<file path="src/rtl/host_instr_sender.sv">
// Host-side instruction sender: encodes commands into 64-bit accelerator words,
// expands LOAD bursts, honours buffer_full and returns READ_OUT results.
module host_instr_sender #(
  parameter int unsigned RD_LATENCY = 6,
  parameter int unsigned LEN_W      = 8
) (
  input  logic             clk,
  input  logic             rst,
  input  logic             cmd_valid,
  output logic             cmd_ready,
  input  logic [3:0]       cmd_op,
  input  logic [13:0]      cmd_addr,
  input  logic [LEN_W-1:0] cmd_len,
  input  logic             wdata_valid,
  output logic             wdata_ready,
  input  logic [31:0]      wdata,
  output logic [63:0]      accelerator_input,
  output logic             instr_strobe,
  input  logic             buffer_full,
  input  logic [31:0]      accelerator_output,
  output logic             rsp_valid,
  input  logic             rsp_ready,
  output logic [31:0]      rsp_data,
  output logic             busy
);

  typedef enum logic [2:0] {IDLE, ISSUE, GAP, WAIT_RD, RESP} state_t;

  localparam logic [3:0] OP_LOAD_INP = 4'd1;
  localparam logic [3:0] OP_LOAD_WT  = 4'd2;
  localparam logic [3:0] OP_READ_OUT = 4'd5;
  localparam logic [3:0] OP_MAX      = 4'd6;

  state_t           state, state_nx;
  logic [3:0]       op_q;
  logic [13:0]      addr_q;
  logic [LEN_W-1:0] beat_q;
  logic [3:0]       lat_q;
  logic [63:0]      word_q;
  logic [31:0]      rsp_q;

  logic        is_load, is_read, issue, cmd_live, more_beats, lat_hit;
  logic [63:0] word_now;

  assign is_load    = (op_q == OP_LOAD_INP) || (op_q == OP_LOAD_WT);
  assign is_read    = (op_q == OP_READ_OUT);
  assign cmd_live   = (cmd_op != 4'd0) && (cmd_op <= OP_MAX);
  assign more_beats = is_load && (beat_q > LEN_W'(1));
  assign lat_hit    = (lat_q == 4'(RD_LATENCY));
  assign issue      = (state == ISSUE) && !buffer_full && (!is_load || wdata_valid);
  assign word_now   = {op_q, addr_q, 14'd0, (is_load ? wdata : 32'd0)};

  // The word is presented combinationally in the strobe cycle so wdata is
  // consumed in that same cycle; afterwards the registered copy holds it.
  assign accelerator_input = issue ? word_now : word_q;
  assign instr_strobe      = issue;
  assign wdata_ready       = issue && is_load;
  assign cmd_ready         = (state == IDLE) && rst;
  assign busy              = (state != IDLE);
  assign rsp_valid         = (state == RESP);
  assign rsp_data          = rsp_q;

  always_comb begin
    state_nx = state;
    case (state)
      IDLE:    if (cmd_valid && cmd_live) state_nx = ISSUE;
      ISSUE:   if (issue) state_nx = GAP;
      GAP: begin
        if (more_beats)   state_nx = ISSUE;
        else if (is_read) state_nx = lat_hit ? RESP : WAIT_RD;
        else              state_nx = IDLE;
      end
      WAIT_RD: if (lat_hit) state_nx = RESP;
      RESP:    if (rsp_ready) state_nx = IDLE;
      default: state_nx = IDLE;
    endcase
  end

  always_ff @(posedge clk or negedge rst) begin
    if (!rst) begin
      state  <= IDLE;
      op_q   <= '0;
      addr_q <= '0;
      beat_q <= '0;
      lat_q  <= '0;
      word_q <= '0;
      rsp_q  <= '0;
    end else begin
      state <= state_nx;
      if (state == IDLE && cmd_valid) begin
        op_q   <= cmd_op;
        addr_q <= cmd_addr;
        beat_q <= (cmd_len == '0) ? LEN_W'(1) : cmd_len;
      end
      if (issue) begin
        word_q <= word_now;
        lat_q  <= 4'd1;
      end
      // lat_q equals the number of cycles elapsed since the strobe cycle
      if (state == GAP || state == WAIT_RD) begin
        lat_q <= lat_q + 4'd1;
        if (is_read && lat_hit) rsp_q <= accelerator_output;
      end
      if (state == GAP && more_beats) begin
        addr_q <= addr_q + 14'd1;
        beat_q <= beat_q - LEN_W'(1);
      end
    end
  end

endmodule

</file>
<file path="config.mk">
export PLATFORM = sky130hd
export DESIGN_NAME = host_instr_sender
export DESIGN_NICKNAME = d
export VERILOG_FILES = /design/src/rtl/host_instr_sender.sv
export SDC_FILE = /design/constraint.sdc
export NUM_CORES = 1
export LEC_CHECK = 0
export CAP_MARGIN = 30
export CORE_AREA = 5 5 122 124
export DETAILED_ROUTE_END_ITERATION = 6
export DIE_AREA = 0 0 127 129
export PLACE_DENSITY = 0.76
export SLEW_MARGIN = 20
export SYNTH_ARGS = -nofsm -noshare
export SYNTH_HDL_FRONTEND = slang
export SYNTH_SLANG_ARGS = --single-unit
</file>
<file path="constraint.sdc">
create_clock -name clk -period 2.2 [get_ports clk]
set_input_delay 0.44 -clock clk [delete_from_list [all_inputs] [get_ports clk]]
set_output_delay 0.44 -clock clk [all_outputs]
set_load 0.05 [all_outputs]
</file>
=== Yosys cells after proc, flatten, opt, wreduce, memory -nomap -nowiden ===
Index checks and enable logic that the tools add are counted.

* Add/subtract/negate cells: 3
* $lt $le $gt $ge: 2
* Eq/ne operators: 12
* Muxes and demuxes: 17
* Reductions and logical operators: 23

{| class="wikitable"
|+ Operators by type and width
! kind !! number
|-
| $mux W64 || 1
|-
| $mux W32 || 1
|-
| $mux W14 || 2
|-
| $mux W8 || 3
|-
| $mux W3 || 7
|-
| $pmux W3 S5 || 1
|-
| $add A14 B1 Y14 const B || 1
|-
| $logic_and A1 B1 Y1 || 10
|-
| $eq A4 B3 Y1 const B || 2
|-
| $gt A8 B1 Y1 const B || 1
|-
| $logic_not A8 Y1 || 1
|-
| $mux W4 || 2
|-
| $sub A8 B1 Y8 const B || 1
|-
| $eq A3 B2 Y1 const B || 2
|-
| $add A4 B1 Y4 const B || 1
|-
| $eq A4 B1 Y1 const B || 1
|-
| $eq A4 B2 Y1 const B || 1
|-
| $le A4 B3 Y1 const B || 1
|-
| $ne A2 B1 Y1 const B || 2
|-
| $ne A2 B2 Y1 const B || 2
|-
| $reduce_and A4 Y1 || 1
|-
| $reduce_bool A2 Y1 || 2
|-
| $reduce_bool A4 Y1 || 1
|-
| $eq A3 B1 Y1 const B || 1
|-
| other kinds (6) || 9
|}

* Bits in registers: 129
* Input port bits: 96
* Output and inout bits: 101

=== Longest topological paths before layout ===
* Word-level depth: 7
* Depth in mapped cells: 8
* Gate-level depth less buffers: 6

=== Worst setup path after synthesis ===
Ideal clock, no wire load.

* Path type: reg2out
* Start point: register state[1]
* End point: output accelerator_input[49]
* Arrival: 2.306 ns
* Data required time: 1.760 ns
* Slack: -0.546 ns
* Cell stages (with the launch flop): 6
* Path buffers: 2
* Cells stage by stage: dfrtp_1 buf_2 nor3b_1 o311ai_2 clkbuf_1 o21ai_0

* Word-level cells in the longest chain between the ends: 4

{| class="wikitable"
|+ RTL lines
! item !! line !! source
|-
| from (decl) || 34 || <nowiki>state_t state, state_nx;</nowiki>
|-
| from (signal assigned) || 89 || <nowiki>state <= state_nx;</nowiki>
|-
| $eq A3 B1 Y1 || 50 || <nowiki>assign issue = (state == ISSUE) && !buffer_full && (!is_load || wdata_valid);</nowiki>
|-
| $logic_and A1 B1 Y1 (2 in a row) || 50 ||
|-
| $mux W64 || n/a ||
|-
| to (decl) || 17 || <nowiki>output logic [63:0] accelerator_input,</nowiki>
|}

Every way passes these cells.

=== Worst setup path after layout ===
* Start point: register op_q[3]
* End point: output accelerator_input[12]

* Word-level cells in the longest chain between the ends: 6
* Elaborated cells between the ends (all ways): 8
* Those cells by class: 2 x eq/ne; 2 x mux; 4 x reduce/logical

{| class="wikitable"
|+ RTL lines
! item !! line !! source
|-
| from (decl) || 35 || <nowiki>logic [3:0] op_q;</nowiki>
|-
| from (signal assigned) || 91 || <nowiki>op_q <= cmd_op;</nowiki>
|-
| $eq A4 B1 Y1 or $eq A4 B2 Y1 (tied branches) || 45 || <nowiki>assign is_load = (op_q == OP_LOAD_INP) || (op_q == OP_LOAD_WT);</nowiki>
|-
| $logic_or A1 B1 Y1 * || 45 ||
|-
| $logic_not A1 Y1 || 50 ||
|-
| $logic_or A1 B1 Y1 || 50 ||
|-
| $logic_and A1 B1 Y1 || 50 ||
|-
| $mux W64 * || n/a ||
|}

Mark *: on every way between the ends. The rest lies on a longest branch, timed or not.

==> metrics.txt <==
root buf cell clkbuf_16; sequential fraction of the synthesis area 58.8%; Area after DPL a little over 8000 um^2; row count 43; Cells after Synth 537; Clock Latency Late Sink 0.41 ns; Post-synth EDFFs 0; critical path type reg2out; R2R Path End addr_q[6]$_DFFE_PN0P_; Min Hold Slack approximately 0.14 ns; most common cell after layout, fill and taps aside dfrtp_1; CTS Buffer Depth 2; CTS tree yes; largest net degree at the start of global routing 130; Slew @ Worst Pin 0.749 ns; Reg clk slew, reported paths 0.05 ns; Routed Antenna Nets 0; PD cells 1370 nW/um^2; DR vias approximately 5,300; crit start category flip-flop; Final Skew 0.0107 ns; Core Box Area 13,700 um^2; YS warnings 0; Core Util, Final between 70 and 80%; Port Buf Inserts ~200; fin crit share 119%; final net count 938; cell area after layout between 10,000 and 15,000 um^2; Post-route DRC 0; Netlist cell types 54; minimum clock period 2.61 ns; Avg Cell Area, Syn 10.2 um^2; initial antenna violation count 0; hold buffer count at CTS 0; setup TNS -21.82 ns; FMAX 0.383 GHz; Hold Fails Final Rpt 0; number of global-route vias before repair 5,440; worst setup path start op_q[3]$_DFFE_PN0P_; crit end category output port; R2R depth 6; via/cell ratio 5.14; RSZ-0062 raised after global routing true; commonest cells after routing, fill and taps aside dfrtp_1, clkdlybuf4s50_1, buf_4; Chip Width 127 um; Max IR drop VDD 0.969 mV; crit path DAT 2.17 ns; share of cells above drive strength 1 43.8%; Power Total 14.0 mW; run status finished, violations left; failing checks negative setup slack; Worst R2R Start op_q[0]$_DFFE_PN0P_; Starting DRT DRC Count around 420; Die Y between 100 and 150 um; clock share of power 19.8%; Cell Int Power 8.30 mW; crit path to accelerator_input[12]; CP Data Required Time 1.76 ns; Max-Cap Viols 0; IO Count a little under 200; die area approximately 16,000 um^2; Sw Ratio between 40% and 50%; setup ws final -0.413 ns; Reg power frac 25.2%; Combinational Power Share 55.0%; worst hold path class in2async; DP HPWL about 11,000 um; worst-path maximum fanout 6; ant diodes 0; FFs w/ async S/R, synth 100%; #FFs+latches synth 129; NetSw 5.70 mW; DR WL/cell 18.2 um; Clock Sinks 129; htree depth 4; final wirelength 18,700 um; initial core utilization 40.2%; synthesized net count roughly 640; Setup-failing EPs final 66; P_leak 4.71 nW; GPL Wtd Cong 0.877; reg2reg setup slack 0.12 ns; DRT Pass-1 Iters 5; total grt overflow 0; Final Max Tran Viols 0; All-Layer GR Usage 21.5%; total CTS buffers 17; Area growth syn-to-layout 85.8%; top_reg_cell synth dfrtp_1; Slew Limit Headroom 50.0%; cell area after synthesis 5490 um^2; first-pass GRT wire length 27,800 um
[synthesized netlist by cell type (4+ instances only)]
| cell type | n | area (um^2) |
|---|---|---|
| clkbuf_1 | 17 | 63.8 |
| nor3_1 | 9 | 45.0 |
| inv_1 | 13 | 48.8 |
| a31oi_1 | 4 | 25.0 |
| o21ai_0 | 14 | 70.1 |
| nand3_1 | 46 | 230 |
| nand2_1 | 150 | 563 |
| and2_1 | 15 | 93.8 |
| mux2_2 | 32 | 360 |
| buf_2 | 9 | 45.0 |
| or3_1 | 5 | 31.3 |
| a21oi_1 | 10 | 50.1 |
| nor2_1 | 13 | 48.8 |
| dfrtp_1 | 129 | 3230 |
| a21o_1 | 4 | 30.0 |
| ha_1 | 5 | 62.6 |
| o211ai_1 | 9 | 67.6 |
[routing by layer]
metal	vias to the layer above	global-route usage, %	wire length, um
li1	2445	-	-
met1	2574	26.4	7220
met2	236	37.3	9990
met3	23	5.98	1270
met4	0	6.37	242
met5	-	0	0
[power groups by stage]
stage	Clock [mW]	Combinational [mW]	Sequential, mW
2_1_floorplan	0	3.40	3.48
3_3_place_gp	0	5.61	3.41
3_5_place_dp	0	5.73	3.46
4_1_cts	2.81	7.00	3.45
5_1_grt	2.93	8.12	3.60
6_report	2.77	7.71	3.53
[registers in the layout, indices dropped and copies added, names as in the netlist]
name / count
word_q: 64
rsp_data: 32
addr_q: 14
beat_q: 8
lat_q: 4
op_q: 4
state: 3
[stage by stage]
stage | cells | setup slack, ns
after global routing | 1027 | -0.479
final | 1027 | -0.413
after CTS | 992 | -0.351
after floorplan | 537 | -0.159
after global placement | 941 | -0.243
after detailed placement | 941 | -0.262
[repair_timing]
action / 4_1_cts / 5_1_grt
setup endpoints to repair: 66 / 67
pin swaps: 26 / 38
buffers inserted: 18 / 30
cloned: 4 / 5
resized for setup: 152 / 57
[kinds of logic (layout without fill, tap and decap cells)]
kind of cell | count (synthesis) | count (layout) | share of synthesized area [%]
AOI/OAI and AO/OA | 69 | 69 | 8.91
buffers and inverters | 40 | 350 | 2.94
adders and majority gates | 5 | 5 | 1.14
and+or+nand+nor | 259 | 259 | 21.2
xor gates and xnor gates | 3 | 3 | 0.479
muxes | 32 | 32 | 6.56
DFF | 129 | 129 | 58.8
[worst min path at each step]
| stage | end | slack (ns) | depth (start not counted) |
|---|---|---|---|
| after global placement | word_q[27]$_DFF_PN0_ | 0.45 | 2 |
| after detailed placement | word_q[62]$_DFF_PN0_ | 0.46 | 2 |
| after CTS | word_q[61]$_DFF_PN0_ | 0.24 | 2 |
| after global routing | word_q[20]$_DFF_PN0_ | 0.27 | 2 |
| after floorplan | addr_q[0]$_DFFE_PN0P_ | 0.14 | 0 |
| final | word_q[16]$_DFF_PN0_ | 0.14 | 2 |
[cell type report]
| type | instances | area [um^2] |
|---|---|---|
| Fill cell | 894 | 3460 |
| Tap cell | 180 | 225 |
| Clock inverter | 5 | 77.6 |
| Multi-Input combinational cell | 368 | 2560 |
| Timing Repair Buffer | 307 | 3550 |
| Sequential cell | 129 | 3230 |
| Inverter | 14 | 57.6 |
| Clock buffer | 24 | 502 |
[critical path: stages (launching register included)]
cell       delay, ns
dfrtp_1         0.37
or2_4           0.27
o311ai_4        0.30
buf_6           0.18
buf_12          0.14
clkbuf_16       0.15
nand2_2         0.08
nand2_2         0.11
buf_8           0.15
Power figures use the tool's default switching activity.
